<file path="src/rtl/rf_wb_pkg.sv">
// ---------------------------------------------------------------------------
// rf_wb_pkg
// Shared types for the register-file writeback controller.
//   index_w()   : index width for a register file of a given size
//   wb_src_e    : source of the registered write (none / load / ALU)
//   wb_entry_t  : one buffered writeback {rd, data} at the default geometry
// ---------------------------------------------------------------------------
package rf_wb_pkg;

    localparam int WB_WIDTH = 32;
    localparam int WB_SIZE  = 32;

    function automatic int index_w(input int size);
        return (size > 1) ? $clog2(size) : 1;
    endfunction

    localparam int WB_INDEX_W = index_w(WB_SIZE);

    typedef enum logic [1:0] {
        WB_NONE,
        WB_LOAD,
        WB_ALU
    } wb_src_e;

    typedef struct packed {
        logic [WB_INDEX_W-1:0] rd;
        logic [WB_WIDTH-1:0]   data;
    } wb_entry_t;

endpackage

</file>
<file path="src/rtl/rf_writeback_ctrl_if.sv">
// ---------------------------------------------------------------------------
// rf_writeback_ctrl_if
// Bundles every signal of rf_writeback_ctrl except clk/reset.
//   ALU source   : alu_valid/alu_ready/alu_rd/alu_data
//   Load source  : ld_issue_valid/ld_issue_rd, ld_resp_valid/ld_resp_rd/ld_resp_data
//   Read guard   : rs1_index/rs2_index -> rs1_busy/rs2_busy
//   Write port   : rf_wr_en/rf_wr_index/rf_wr_data, proto_err
//   RF_WB_BYPASS_EN adds rf_rd1_data/rf_rd2_data in and rs1_data/rs2_data out.
// Modports: slave = the controller, master = the environment driving it.
// ---------------------------------------------------------------------------
interface rf_writeback_ctrl_if #(
    parameter int WIDTH = 32,
    parameter int SIZE  = 32
);
    localparam int INDEX_W = rf_wb_pkg::index_w(SIZE);

    logic               alu_valid;
    logic               alu_ready;
    logic [INDEX_W-1:0] alu_rd;
    logic [WIDTH-1:0]   alu_data;
    logic               ld_issue_valid;
    logic [INDEX_W-1:0] ld_issue_rd;
    logic               ld_resp_valid;
    logic [INDEX_W-1:0] ld_resp_rd;
    logic [WIDTH-1:0]   ld_resp_data;
    logic [INDEX_W-1:0] rs1_index;
    logic [INDEX_W-1:0] rs2_index;
    logic               rs1_busy;
    logic               rs2_busy;
    logic               rf_wr_en;
    logic [INDEX_W-1:0] rf_wr_index;
    logic [WIDTH-1:0]   rf_wr_data;
    logic               proto_err;
`ifdef RF_WB_BYPASS_EN
    logic [WIDTH-1:0]   rf_rd1_data;
    logic [WIDTH-1:0]   rf_rd2_data;
    logic [WIDTH-1:0]   rs1_data;
    logic [WIDTH-1:0]   rs2_data;
`endif

    modport slave (
        input  alu_valid, alu_rd, alu_data,
        input  ld_issue_valid, ld_issue_rd, ld_resp_valid, ld_resp_rd, ld_resp_data,
        input  rs1_index, rs2_index,
        output alu_ready, rs1_busy, rs2_busy,
        output rf_wr_en, rf_wr_index, rf_wr_data, proto_err
`ifdef RF_WB_BYPASS_EN
        , input rf_rd1_data, rf_rd2_data
        , output rs1_data, rs2_data
`endif
    );

    modport master (
        output alu_valid, alu_rd, alu_data,
        output ld_issue_valid, ld_issue_rd, ld_resp_valid, ld_resp_rd, ld_resp_data,
        output rs1_index, rs2_index,
        input  alu_ready, rs1_busy, rs2_busy,
        input  rf_wr_en, rf_wr_index, rf_wr_data, proto_err
`ifdef RF_WB_BYPASS_EN
        , output rf_rd1_data, rf_rd2_data
        , input rs1_data, rs2_data
`endif
    );

endinterface

</file>
<file path="src/rtl/rf_wb_fifo.sv">
// ---------------------------------------------------------------------------
// rf_wb_fifo
// Synchronous FIFO of writeback entries. DEPTH must be a power of two >= 2.
//   push/push_entry : enqueue (caller only pushes when !full)
//   pop/head        : head entry, dequeued when pop && !empty
//   full/empty      : occupancy flags
//   ent_valid/ent_rd: per-slot occupancy and destination, for hazard lookup
// ---------------------------------------------------------------------------
module rf_wb_fifo
    import rf_wb_pkg::*;
#(
    parameter int  DEPTH   = 4,
    parameter int  INDEX_W = WB_INDEX_W,
    parameter type entry_t = wb_entry_t
) (
    input  logic                            clk,
    input  logic                            reset,
    input  logic                            push,
    input  entry_t                          push_entry,
    input  logic                            pop,
    output entry_t                          head,
    output logic                            full,
    output logic                            empty,
    output logic [DEPTH-1:0]                ent_valid,
    output logic [DEPTH-1:0][INDEX_W-1:0]   ent_rd
);
    localparam int PTR_W = $clog2(DEPTH);
    localparam int CNT_W = PTR_W + 1;

    entry_t             mem [DEPTH];
    logic [PTR_W-1:0]   wr_ptr;
    logic [PTR_W-1:0]   rd_ptr;
    logic [CNT_W-1:0]   count;
    logic               do_push;
    logic               do_pop;

    assign full    = (count == CNT_W'(DEPTH));
    assign empty   = (count == '0);
    assign do_push = push && !full;
    assign do_pop  = pop && !empty;
    assign head    = mem[rd_ptr];

    // NOTE: sequential state uses non-blocking assignments so every flop
    // samples the pre-edge values regardless of statement order.
    always_ff @(posedge clk or posedge reset) begin
        if (reset) begin
            wr_ptr <= '0;
            rd_ptr <= '0;
            count  <= '0;
        end else begin
            if (do_push) wr_ptr <= wr_ptr + PTR_W'(1);
            if (do_pop)  rd_ptr <= rd_ptr + PTR_W'(1);
            count <= count + CNT_W'(do_push) - CNT_W'(do_pop);
        end
    end

    // NOTE: the storage array has no reset; occupancy comes only from the
    // pointers and count, so stale data is never observed and reset stays
    // off the wide datapath.
    always_ff @(posedge clk) begin
        if (do_push) mem[wr_ptr] <= push_entry;
    end

    // NOTE: outputs get a default before the loop so no path leaves them
    // unassigned, which would otherwise infer a latch.
    always_comb begin
        ent_valid = '0;
        ent_rd    = '0;
        for (int i = 0; i < DEPTH; i++) begin
            logic [PTR_W-1:0] off;
            // Slot i is live when its distance from the head is below count.
            off          = PTR_W'(i) - rd_ptr;
            ent_valid[i] = (CNT_W'(off) < count);
            ent_rd[i]    = mem[i].rd;
        end
    end

endmodule

</file>
<file path="src/rtl/rf_writeback_ctrl.sv">
// ---------------------------------------------------------------------------
// rf_writeback_ctrl
// Owns the integer register file write port and reports operand readiness.
// Load returns (cannot be stalled) win the port over buffered ALU results;
// a scoreboard of outstanding load destinations drives the RAW busy flags.
//   clk, reset : clock, asynchronous active-high reset
//   bus        : rf_writeback_ctrl_if.slave (ALU, load, lookup, write port)
// Optional macro RF_WB_BYPASS_EN: forwards the in-flight write onto
// rs1_data/rs2_data and drops the in-flight term from busy.
// ---------------------------------------------------------------------------
module rf_writeback_ctrl
    import rf_wb_pkg::*;
#(
    parameter int WIDTH      = 32,
    parameter int SIZE       = 32,
    parameter int FIFO_DEPTH = 4
) (
    input  logic               clk,
    input  logic               reset,
    rf_writeback_ctrl_if.slave bus
);
    localparam int INDEX_W = index_w(SIZE);

    typedef struct packed {
        logic [INDEX_W-1:0] rd;
        logic [WIDTH-1:0]   data;
    } entry_t;

    logic                                 alu_fire, alu_push, ld_write, fifo_pop;
    logic                                 fifo_full, fifo_empty;
    entry_t                               push_entry, fifo_head;
    logic [FIFO_DEPTH-1:0]                ent_valid;
    logic [FIFO_DEPTH-1:0][INDEX_W-1:0]   ent_rd;
    wb_src_e                              wr_src, nxt_src;
    logic [INDEX_W-1:0]                   wr_index, nxt_index;
    logic [WIDTH-1:0]                     wr_data, nxt_data;
    logic [SIZE-1:1]                      sb, sb_next;
    logic                                 perr, err_now;
    logic                                 rf_wr_en;
    logic [1:0]                           in_flight;

    assign bus.alu_ready = !fifo_full;
    assign alu_fire      = bus.alu_valid && !fifo_full;
    assign alu_push      = alu_fire && (bus.alu_rd != '0);
    assign ld_write      = bus.ld_resp_valid && (bus.ld_resp_rd != '0);
    assign push_entry    = '{rd: bus.alu_rd, data: bus.alu_data};

    rf_wb_fifo #(
        .DEPTH   (FIFO_DEPTH),
        .INDEX_W (INDEX_W),
        .entry_t (entry_t)
    ) u_fifo (
        .clk        (clk),
        .reset      (reset),
        .push       (alu_push),
        .push_entry (push_entry),
        .pop        (fifo_pop),
        .head       (fifo_head),
        .full       (fifo_full),
        .empty      (fifo_empty),
        .ent_valid  (ent_valid),
        .ent_rd     (ent_rd)
    );

    // Port arbitration: a load response to x0 is consumed without a write,
    // which also leaves the port free for the FIFO that cycle.
    always_comb begin
        nxt_src   = WB_NONE;
        nxt_index = bus.ld_resp_rd;
        nxt_data  = bus.ld_resp_data;
        fifo_pop  = 1'b0;
        if (ld_write) begin
            nxt_src = WB_LOAD;
        end else if (!fifo_empty) begin
            nxt_src   = WB_ALU;
            fifo_pop  = 1'b1;
            nxt_index = fifo_head.rd;
            nxt_data  = fifo_head.data;
        end
    end

    // Scoreboard update; the issue is applied after the clear so that a
    // same-index issue and response in one cycle leaves the bit set.
    always_comb begin
        sb_next = sb;
        err_now = 1'b0;
        if (bus.ld_resp_valid && bus.ld_resp_rd != '0) begin
            if (!sb[bus.ld_resp_rd]) err_now = 1'b1;
            sb_next[bus.ld_resp_rd] = 1'b0;
        end
        if (bus.ld_issue_valid && bus.ld_issue_rd != '0) begin
            if (sb[bus.ld_issue_rd]) err_now = 1'b1;
            sb_next[bus.ld_issue_rd] = 1'b1;
        end
        if (alu_push && sb[bus.alu_rd]) err_now = 1'b1;
    end

    always_ff @(posedge clk or posedge reset) begin
        if (reset) begin
            wr_src   <= WB_NONE;
            wr_index <= '0;
            wr_data  <= '0;
            sb       <= '0;
            perr     <= 1'b0;
        end else begin
            wr_src <= nxt_src;
            if (nxt_src != WB_NONE) begin
                wr_index <= nxt_index;
                wr_data  <= nxt_data;
            end
            sb   <= sb_next;
            perr <= perr | err_now;
        end
    end

    assign rf_wr_en        = (wr_src != WB_NONE);
    assign bus.rf_wr_en    = rf_wr_en;
    assign bus.rf_wr_index = wr_index;
    assign bus.rf_wr_data  = wr_data;
    assign bus.proto_err   = perr;

`ifdef RF_WB_BYPASS_EN
    // The in-flight write is forwarded instead of stalling on it.
    assign in_flight = '0;
    assign bus.rs1_data = (rf_wr_en && wr_index == bus.rs1_index && bus.rs1_index != '0)
                          ? wr_data : bus.rf_rd1_data;
    assign bus.rs2_data = (rf_wr_en && wr_index == bus.rs2_index && bus.rs2_index != '0)
                          ? wr_data : bus.rf_rd2_data;
`else
    // The register file commits only at the end of the write cycle.
    assign in_flight[0] = rf_wr_en && (wr_index == bus.rs1_index);
    assign in_flight[1] = rf_wr_en && (wr_index == bus.rs2_index);
`endif

    function automatic logic is_busy(
        input logic [INDEX_W-1:0]                 idx,
        input logic [SIZE-1:1]                    pend,
        input logic [FIFO_DEPTH-1:0]              vld,
        input logic [FIFO_DEPTH-1:0][INDEX_W-1:0] rds,
        input logic                               fly
    );
        logic hit;
        hit = 1'b0;
        if (idx != '0) begin
            hit = pend[idx] | fly;
            for (int i = 0; i < FIFO_DEPTH; i++) begin
                if (vld[i] && rds[i] == idx) hit = 1'b1;
            end
        end
        return hit;
    endfunction

    assign bus.rs1_busy = is_busy(bus.rs1_index, sb, ent_valid, ent_rd, in_flight[0]);
    assign bus.rs2_busy = is_busy(bus.rs2_index, sb, ent_valid, ent_rd, in_flight[1]);

endmodule

</file>
<file path="src/flat_wrapper.sv">
// flat-port wrapper written by rule: the top's interface ports become plain ports
module rf_writeback_ctrl_flat import rf_wb_pkg::*;
#(
    parameter int WIDTH      = 32,
    parameter int SIZE       = 32,
    parameter int FIFO_DEPTH = 4
)
  (clk, reset, bus_alu_valid, bus_alu_rd, bus_alu_data, bus_ld_issue_valid, bus_ld_issue_rd, bus_ld_resp_valid, bus_ld_resp_rd, bus_ld_resp_data, bus_rs1_index, bus_rs2_index, bus_alu_ready, bus_rs1_busy, bus_rs2_busy, bus_rf_wr_en, bus_rf_wr_index, bus_rf_wr_data, bus_proto_err);
  rf_writeback_ctrl_if #(.WIDTH(WIDTH), .SIZE(SIZE)) bus_i ();
  input  logic clk;
  input  logic reset;
  input wire logic [$bits(bus_i.alu_valid)-1:0] bus_alu_valid;
  input wire logic [$bits(bus_i.alu_rd)-1:0] bus_alu_rd;
  input wire logic [$bits(bus_i.alu_data)-1:0] bus_alu_data;
  input wire logic [$bits(bus_i.ld_issue_valid)-1:0] bus_ld_issue_valid;
  input wire logic [$bits(bus_i.ld_issue_rd)-1:0] bus_ld_issue_rd;
  input wire logic [$bits(bus_i.ld_resp_valid)-1:0] bus_ld_resp_valid;
  input wire logic [$bits(bus_i.ld_resp_rd)-1:0] bus_ld_resp_rd;
  input wire logic [$bits(bus_i.ld_resp_data)-1:0] bus_ld_resp_data;
  input wire logic [$bits(bus_i.rs1_index)-1:0] bus_rs1_index;
  input wire logic [$bits(bus_i.rs2_index)-1:0] bus_rs2_index;
  output wire logic [$bits(bus_i.alu_ready)-1:0] bus_alu_ready;
  output wire logic [$bits(bus_i.rs1_busy)-1:0] bus_rs1_busy;
  output wire logic [$bits(bus_i.rs2_busy)-1:0] bus_rs2_busy;
  output wire logic [$bits(bus_i.rf_wr_en)-1:0] bus_rf_wr_en;
  output wire logic [$bits(bus_i.rf_wr_index)-1:0] bus_rf_wr_index;
  output wire logic [$bits(bus_i.rf_wr_data)-1:0] bus_rf_wr_data;
  output wire logic [$bits(bus_i.proto_err)-1:0] bus_proto_err;
  assign bus_i.alu_valid = bus_alu_valid;
  assign bus_i.alu_rd = bus_alu_rd;
  assign bus_i.alu_data = bus_alu_data;
  assign bus_i.ld_issue_valid = bus_ld_issue_valid;
  assign bus_i.ld_issue_rd = bus_ld_issue_rd;
  assign bus_i.ld_resp_valid = bus_ld_resp_valid;
  assign bus_i.ld_resp_rd = bus_ld_resp_rd;
  assign bus_i.ld_resp_data = bus_ld_resp_data;
  assign bus_i.rs1_index = bus_rs1_index;
  assign bus_i.rs2_index = bus_rs2_index;
  assign bus_alu_ready = bus_i.alu_ready;
  assign bus_rs1_busy = bus_i.rs1_busy;
  assign bus_rs2_busy = bus_i.rs2_busy;
  assign bus_rf_wr_en = bus_i.rf_wr_en;
  assign bus_rf_wr_index = bus_i.rf_wr_index;
  assign bus_rf_wr_data = bus_i.rf_wr_data;
  assign bus_proto_err = bus_i.proto_err;
  rf_writeback_ctrl #(.WIDTH(WIDTH), .SIZE(SIZE), .FIFO_DEPTH(FIFO_DEPTH)) u_core (.clk(clk), .reset(reset), .bus(bus_i));
endmodule
</file>
<file path="config.mk">
export PLATFORM = sky130hd
export DESIGN_NAME = rf_writeback_ctrl_flat
export DESIGN_NICKNAME = d
export VERILOG_FILES = /design/src/rtl/rf_wb_pkg.sv /design/src/rtl/rf_writeback_ctrl_if.sv /design/src/rtl/rf_wb_fifo.sv /design/src/rtl/rf_writeback_ctrl.sv /design/src/flat_wrapper.sv
export SDC_FILE = /design/constraint.sdc
export NUM_CORES = 1
export LEC_CHECK = 0
export ABC_AREA = 1
export CAP_MARGIN = 20
export CORE_UTILIZATION = 55
export DETAILED_ROUTE_END_ITERATION = 7
export GPL_TIMING_DRIVEN = 0
export MAX_ROUTING_LAYER = met4
export PLACE_DENSITY = 0.79
export SLEW_MARGIN = 20
export SYNTH_ARGS = -nofsm -noshare
export SYNTH_HDL_FRONTEND = slang
export SYNTH_SLANG_ARGS = --single-unit
export TNS_END_PERCENT = 5
</file>
<file path="constraint.sdc">
create_clock -name clk -period 3.4 [get_ports clk]
set_input_delay 0.68 -clock clk [delete_from_list [all_inputs] [get_ports clk]]
set_output_delay 0.68 -clock clk [all_outputs]
set_load 0.005 [all_outputs]
</file>
== Word-level counts from Yosys, hierarchy flattened ==
Memories as Yosys holds them, arrays and structs flattened.
Cells that the tools add are included.
Word-level totals
  register bits: 78
  RAM bits: 148
  input bits: 94
  output and inout port bits: 42
  logic and storage cells: 115
  memories: 1
Memories
  u_core.u_fifo.mem: words 4, bits a word 37, rd ports 5, clocked after memory_dff 0, wr ports 1, line rf_wb_fifo.sv:30  | entry_t mem [DEPTH];
Cells by class
  add/sub/neg operators: 8
  order comparisons: 11
  eq/ne operators: 11
  mux-type cells: 41
  bitwise logic cells: 6
  reductions and logical operators: 29
Operators by type and width (count)
  2-to-1 mux 32 bit: 2
  2-to-1 mux 31 bit: 2
  equality test 5 bit: 10
  AND 31 bit: 1
  NOT 31 bit: 1
  OR 31 bit: 1
  less-than comparator 5 x 6 -> 1 bit, second input constant: 5
  2-to-1 mux 1 bit: 26
  binary-select mux 1 bit (select 5 bit): 5
  nonzero test 5 bit: 5
  logical AND 1 bit: 19
  less-than comparator 2 x 3 -> 1 bit: 4
  demux 1 bit (select 5 bit): 2
  greater-or-equal comparator 5 x 1 -> 1 bit, second input constant: 2
  2-to-1 mux 5 bit: 2
  adder 2 x 1 -> 2 bit, second input constant: 2
  2-to-1 mux 2 bit: 2
  nonzero test 2 bit: 2
  subtractor 1 x 2 -> 2 bit, first input constant: 2
  subtractor 2 bit, first input constant: 2
  adder 3 x 1 -> 3 bit: 1
  equality test 3 bit, second input constant: 1
  logical NOT 3 bit: 1
  OR 1 bit: 3
  other kinds (2): 3

== Longest topological paths before layout ==
Gate-level depths: netlist (run 1).
  word-level depth: 9
  gate-level depth with buffers: 16

== Hierarchy ==
A second synthesis (run 1) with hierarchy kept.
Unflattened totals
  cells, all modules: 1424
  area, all modules: 12102.9 um2
Modules (own cells, without submodules)
  rf_wb_fifo: instances 1, cells an instance 468, area each 6542.5 um2, sequential area each 4619.4 um2
  rf_writeback_ctrl: instances 1, cells an instance 956, area each 5560.3 um2, sequential area each 1776.7 um2

== Worst setup path after synthesis (run 1) ==
OpenSTA, ideal clock, no wires.
  path type: input -> register
  start: in bus_alu_rd[1]
  end: mem u_core.u_fifo.mem[0][0] (netlist name) (enable)
  setup time: 0.431 ns
  arrival time: 2.946 ns
  data required time: 2.969 ns
  setup slack: 0.023 ns
  cell stages on the path: 5
  path buffers: 1
  cells stage by stage: buf_2 -> clkinv_1 -> nand3_1 -> nand3_1 -> nor2_1
On the way
  longest elaborated chain between the ends: 5
Ends and longest elaborated chain
  start: declaration: line flat_wrapper.sv:13  | input wire logic [$bits(bus_i.alu_rd)-1:0] bus_alu_rd;
  nonzero test 5 bit: line rf_writeback_ctrl.sv:44  | assign alu_push = alu_fire && (bus.alu_rd != '0);
  logical AND 1 bit: line rf_writeback_ctrl.sv:44
  logical AND 1 bit: line rf_wb_fifo.sv:39  | assign do_push = push && !full;
  2-to-1 mux 1 bit: line rf_wb_fifo.sv:61  | if (do_push) mem[wr_ptr] <= push_entry;
  2-to-1 mux 1 bit (implied by the code): line rf_wb_fifo.sv:61
  end: declaration: line rf_wb_fifo.sv:30
No other way between the ends.

== Worst setup path in the final report (run 1) ==
  start: reg u_core.u_fifo.rd_ptr[0]
  end: out bus_rs2_busy
On the way
  longest elaborated chain between the ends: 8
Ends and longest elaborated chain
  start: declaration: line rf_wb_fifo.sv:32  | logic [PTR_W-1:0] rd_ptr;
  start signal: assignment: line rf_wb_fifo.sv:52  | if (do_pop) rd_ptr <= rd_ptr + PTR_W'(1);
  subtractor 1 x 2 -> 2 bit: line rf_wb_fifo.sv:72  | off = PTR_W'(i) - rd_ptr;
  less-than comparator 2 x 3 -> 1 bit: line rf_wb_fifo.sv:73  | ent_valid[i] = (CNT_W'(off) < count);
  logical AND 1 bit: line rf_writeback_ctrl.sv:147  | if (vld[i] && rds[i] == idx) hit = 1'b1;
  2-to-1 mux 1 bit (3 in a row): line rf_writeback_ctrl.sv:147
  2-to-1 mux 1 bit *: line rf_writeback_ctrl.sv:147
  2-to-1 mux 1 bit *: line rf_writeback_ctrl.sv:144  | if (idx != '0) begin
  end: declaration: line flat_wrapper.sv:24  | output wire logic [$bits(bus_i.rs2_busy)-1:0] bus_rs2_busy;
Every way passes the cells marked *; elsewhere a longest branch is shown, timed or not.

==> flow_summary.toml, run 1 <==
[cells_and_area]
postLayoutCoreUtil_pct = 70.0
antenna_cells = 0
regArea_mm2 = 0.00640
multi_input_area_mm2 = 0.00448
area_growth_pct = 24.4
final_common_cell = "nand2_1"
num-nets-final = 1501
stdcell_count = 1684
nFillCells = 1571
fin_area_mm2 = 0.0142
layout_common_cells = "384 x nand2_1, 148 x edfxtp_1, 124 x clkdlybuf4s50_1"
final_layout_size_suffix_gt1_share_pct = 11.7

[power_and_ir_drop]
p_clk_share_pct = 26.2
power_density_mw_per_mm2 = 745
switchingPower_mw = 3.80
peakVddDrop_uv = 487
power_frac_seq_pct = 38.9
p_sw_share_pct = 35.9
combinationalPowerShare_pct = 34.9
power_leakage_nw = 5.94
p_total_mw = 10.6
p_int_mw = 6.78

[global_routing]
grt_util_all_layers_pct = 33.8
antenna_found_initial = 0
grt_max_degree = 54
grt_pass1_wl_um = 53400
overflow = 0
grt_pass1_vias = 9723

[cts]
path_clk_slew_ps = 70
insertion_delay_ps = 550
cts.sinks = 226
cts_buffer_depth = 3
htree_levels = 1
numCtsBuffers = 24
cts_tree = "yes"
root_buffer = "clkbuf_16"

[synth]
avgSynthCellArea_um2 = 9.28
syn_inst = 1230
async_flop_share_pct = 34.5
synth_warnings = 0
synth_seq_cells = 226
syn-num-nets = 1335
synth_ff_type = "edfxtp_1"
synth_cell_types = 37
synth-seq-area-share_pct = 56.0
netlist_area_mm2 = 0.0114
synth_edf_count = 148

[routing]
ant_nets = 0
routed_wirelength_um = 34200
vias_per_cell = 5.83
wl_per_cell_um = 20.3
first_pass_iters = 6
drt-initial-drc-count = 930
vias = 9823
drc = 0

[sta]
fmax_ghz = 0.303
setup_violations = 0
fin_crit_sh_pct = 97.1
setup_ws_ps = 97.0
slew_violations = 0
finalClockSkew_ps = 19.2
finalWorstPathRequiredPeriod_ps = 3300
slew_headroom_pct = 44.6
hold_viol = 0
tightestPinTransition_ps = 825

[die]
core-area_mm2 = 0.0203
die_w_um = 146
initial_core_util_pct = 56.2
num_rows = 52
ios = 136
die_h_um = 146
dieArea_mm2 = 0.0213

[critical_path]
critPathRequiredTime_ps = 2720
crit_path_start_kind = "flip-flop"
crit_arrival_ps = 2620
cp-end-kind = "output pin"
critPathKind = "reg -> out"
cp_max_fo = 4

[placement]
place_ws_ps = -551
dpl_cell_area_mm2 = 0.0132
dp_hpwl_um = 23900
place_inst = 1632
port_buffers = 126
gp_congestion = 0.984

[flow_run]
drv_cap = 0

[status]
status = "finished, final reports clean"

[worst_hold_path]
worstHoldPathType = "in -> async"
## cells by family after synthesis
kind of cell	synth area share (%)
buf+inv	5.56
simple gates	25.2
compound gates	9.37
xor+xnor	2.61
flops	56.0
fa+ha+maj	1.27
## final timing paths
kind | from | end | slack [ps] | cells past startpoint
max | u_core.u_fifo.rd_ptr[0]$_DFFE_PP0P_ | bus_rs2_busy | 100 | 14
max reg2reg | u_core.u_fifo.count[2]$_DFF_PP0_ | u_core.u_fifo.count[2]$_DFF_PP0_ | 770 | 9
max in group asynchronous | reset | u_core.u_fifo.rd_ptr[1]$_DFFE_PP0P_ | 2300 | 3
min in group clk | u_core.bus.rf_wr_data[26]$_DFFE_PP0P_ | u_core.bus.rf_wr_data[26]$_DFFE_PP0P_ | 490 | 2
min reg2reg | u_core.bus.rf_wr_data[26]$_DFFE_PP0P_ | u_core.bus.rf_wr_data[26]$_DFFE_PP0P_ | 490 | 2
min | reset | u_core.sb[28]$_DFF_PP0_ | 460 | 2
## state kept, by name, summed over array words and instances (netlist names)
signal,cells
u_core.u_fifo.rd_ptr,2
u_core.bus.rf_wr_data,32
u_core.u_fifo.count,3
u_core.u_fifo.mem,148
u_core.bus.rf_wr_index,5
u_core.wr_src,2
u_core.sb,31
u_core.bus.proto_err,1
u_core.u_fifo.wr_ptr,2
## worst max-delay path, stage by stage (launching register included)
cell and delay (ps):
dfrtp_2 450, nor2_4 190, buf_8 140, nor2_4 50, ha_1 270, nand2_1 70, nand2_1 80, nand2_1 80
nand3_1 110, nand3_2 90, nor2_2 120, nand3_1 80, nand2_1 70, inv_1 40, dlygate4sd2_1 250
## area by class of cell
cell class	count	area share, %
flip-flops and latches	226	45.0
multi-input cells	845	31.6
repair buffers	142	10.4
clock buffers	26	4.50
inverters	109	2.95
well taps	270	2.38
plain buffers	48	1.63
clock inverters	18	1.50
## layer usage
metal	GRT usage [%]	vias to the layer above	wire length, um
li1	-	4514	-
met1	44.1	4673	13700
met2	52.8	556	15900
met3	6.31	80	3470
met4	12.9	0	1100
met5	-	-	0
## synthesized netlist by cell type, drive strengths merged, types with 7 or more instances
master    n  area [um2]
a21oi     7        35.0
a22oi    59         443
buf      18         103
clkbuf   32         120
dfrtp    78        1950
edfxtp  148        4440
ha       10         125
inv     104         393
nand2   419        1670
nand3   141         856
nand4     7        43.8
nor2     42         173
nor3     17        85.1
o211ai   17         128
o21ai    75         375
xnor2    21         184
xor2     13         114
## power groups by stage
stage | sequential (mW) | clock (mW) | combinational [mW]
floorplan | 4.05 | 0 | 1.97
finish | 4.12 | 2.77 | 3.69
global placement | 4.14 | 0 | 3.25
detailed placement | 4.12 | 0 | 3.45
global route | 4.18 | 2.91 | 4.04
CTS | 4.10 | 2.78 | 3.61
## timing repair
| action | in CTS | in global routing |
|---|---|---|
| pin swaps | 5 | 5 |
| hold buffers | 0 | 0 |
| endpoints found under the setup margin | 3 | 2 |
| resized for setup | 27 | 5 |
| buffers inserted | 7 | 3 |
## metrics by stage
stage	TNS, ps	hold slack, ps
final	0	464
after global routing	-2.34	485
after CTS	0	464
after detailed placement	-47270	476
after global placement	-387830	466
after floorplan	0	466
Note: power is estimated with default switching activity, not from simulation.
==> run 2: changes to the inputs <==
PLACE_DENSITY = 0.78   (was 0.79)
==> run 2 against run 1 <==
Total power increased by 0.47%; via count grew 0.45%; die area unchanged; setup slack gained 10 ps; critical path depth rose by 2; largest cell class unchanged; largest power group unchanged.
==> flow_summary.toml, run 2 (synthesis gave the netlist of run 1 again) <==
[global_routing]
grt_max_degree = 48
grt_pass1_vias = 9805
grt_util_all_layers_pct = 34.2
grt_pass1_wl_um = 54200
overflow = 0
antenna_found_initial = 0

[cts]
insertion_delay_ps = 530
numCtsBuffers = 24
htree_levels = 1
path_clk_slew_ps = 70
cts_buffer_depth = 3
cts_tree = "yes"
cts.sinks = 226
root_buffer = "clkbuf_16"
ctsHoldBuffers = 0

[die]
initial_core_util_pct = 56.2
core-area_mm2 = 0.0203
die_h_um = 146
dieArea_mm2 = 0.0213
num_rows = 52
ios = 136
die_w_um = 146

[critical_path]
cp_max_fo = 10
crit_arrival_ps = 2610
rrSetupSlack_ps = 690
critPathRequiredTime_ps = 2720
reg2reg_depth = 9
cp-end-kind = "output pin"
crit_path_start_kind = "flip-flop"
crit-reg2reg-launch = "u_core.u_fifo.count[2]$_DFF_PP0_"
reg2reg_to = "u_core.u_fifo.count[2]$_DFF_PP0_"
critPathKind = "reg -> out"

[routing]
ant_nets = 0
drt-initial-drc-count = 1049
wl_per_cell_um = 20.5
drc = 0
vias_per_cell = 5.86
routed_wirelength_um = 34500
first_pass_iters = 6
vias = 9867

[sta]
finalWorstPathRequiredPeriod_ps = 3290
slew_headroom_pct = 40.8
finalClockSkew_ps = 15.3
setup_ws_ps = 107
slew_violations = 0
fin_crit_sh_pct = 96.8
tightestPinTransition_ps = 885
hold_viol = 0
fmax_ghz = 0.304
setup_violations = 0
grt_setup_unrepaired = "yes"

[placement]
dpl_cell_area_mm2 = 0.0132
gp_congestion = 0.993
place_ws_ps = -552
dp_hpwl_um = 23900
place_inst = 1633
port_buffers = 126

[worst_hold_path]
worstHoldPathType = "reg -> reg"
min_to = "u_core.bus.rf_wr_data[29]$_DFFE_PP0P_"
worstHoldStart = "u_core.bus.rf_wr_data[29]$_DFFE_PP0P_"
hold-path-cell-count = 2

[cells_and_area]
multi_input_area_mm2 = 0.00447
postLayoutCoreUtil_pct = 70.0
nFillCells = 1566
layout_common_cells = "385 x nand2_1, 148 x edfxtp_1, 124 x clkdlybuf4s50_1"
final_layout_size_suffix_gt1_share_pct = 11.5
regArea_mm2 = 0.00640
antenna_cells = 0
final_common_cell = "nand2_1"
stdcell_count = 1684
fin_area_mm2 = 0.0142
largest_register = "u_core.u_fifo.mem"
area_growth_pct = 24.6
largest_reg_flops = 148
num-nets-final = 1501

[power_and_ir_drop]
power_leakage_nw = 5.95
p_total_mw = 10.6
power_density_mw_per_mm2 = 748
peakVddDrop_uv = 497

[status]
status = "finished, final reports clean"

[flow_run]
drv_cap = 0
run 2: cell types whose count changed in the layout (fill, tap and decap cells not counted), moves of 2 or more:
| cell | delta |
|---|---|
| buf_16 | +2 |
| inv_8 | -2 |
| clkbuf_1 | +2 |
| buf_4 | -2 |
run 2: through the flow:
| step | hold WS (ps) | setup TNS [ps] |
|---|---|---|
| floorplan | 466 | 0 |
| global placement | 467 | -415790 |
| detailed placement | 474 | -43970 |
| CTS | 491 | -145 |
| global route | 514 | -45.1 |
| finish | 489 | 0 |
run 2: worst max-delay path by stage:
stage,cells after the start,start,end,slack [ps]
after detailed placement,17,u_core.u_fifo.rd_ptr[0]$_DFFE_PP0P_,bus_rs2_busy,-550
after global routing,15,u_core.u_fifo.rd_ptr[0]$_DFFE_PP0P_,bus_rs1_busy,-50
final,16,u_core.u_fifo.rd_ptr[1]$_DFFE_PP0P_,bus_rs2_busy,110
after global placement,6,bus_alu_rd[1],u_core.u_fifo.mem[0][34]$_DFFE_PP_,-2390
after floorplan,5,bus_alu_rd[1],u_core.u_fifo.mem[0][0]$_DFFE_PP_,20
after CTS,16,u_core.u_fifo.rd_ptr[0]$_DFFE_PP0P_,bus_rs2_busy,-150
run 2: repair_timing:
action | 4_1_cts | 5_1_grt
setup buffers | 6 | 2
gates cloned | 0 | 0
resized for setup | 24 | 5
setup endpoints to repair | 11 | 2
pin swaps | 2 | 1
endpoints found under the hold margin | 0 | 0
run 2: worst max-delay path: stages (launching register included):
cell,delay (ps)
dfrtp_2,450
nand2_4,100
clkinv_4,60
clkbuf_16,170
nor2_4,150
inv_2,60
ha_4,270
nand3_2,90
nand2_1,70
nor2_1,40
nand2_1,60
nand3_2,100
nor2_2,130
nand3_1,80
nand2_1,60
inv_1,30
dlymetal6s2s_1,140
run 2: metal layers:
layer | global-route usage, % | share of wire, % | up-vias
met1 | 44.3 | 40 | 4666
met2 | 53.9 | 46 | 589
met4 | 13.4 | 4.0 | 0
met3 | 6.19 | 10 | 101
li1 | - | - | 4511
met5 | - | 0 | -
run 2: final cells by class:
class	count	area share, %
plain buffers	49	1.80
inverters	109	2.95
well taps	270	2.38
flip-flops and latches	226	45.0
clock buffers	27	4.45
repair buffers	141	10.6
multi-input cells	845	31.4
clock inverters	17	1.39
run 2: power by group:
part | total [mW] | switching, mW | internal (mW)
registers | 4.12 | 0.470 | 3.65
clock network | 2.76 | 1.11 | 1.65
logic | 3.75 | 2.21 | 1.54
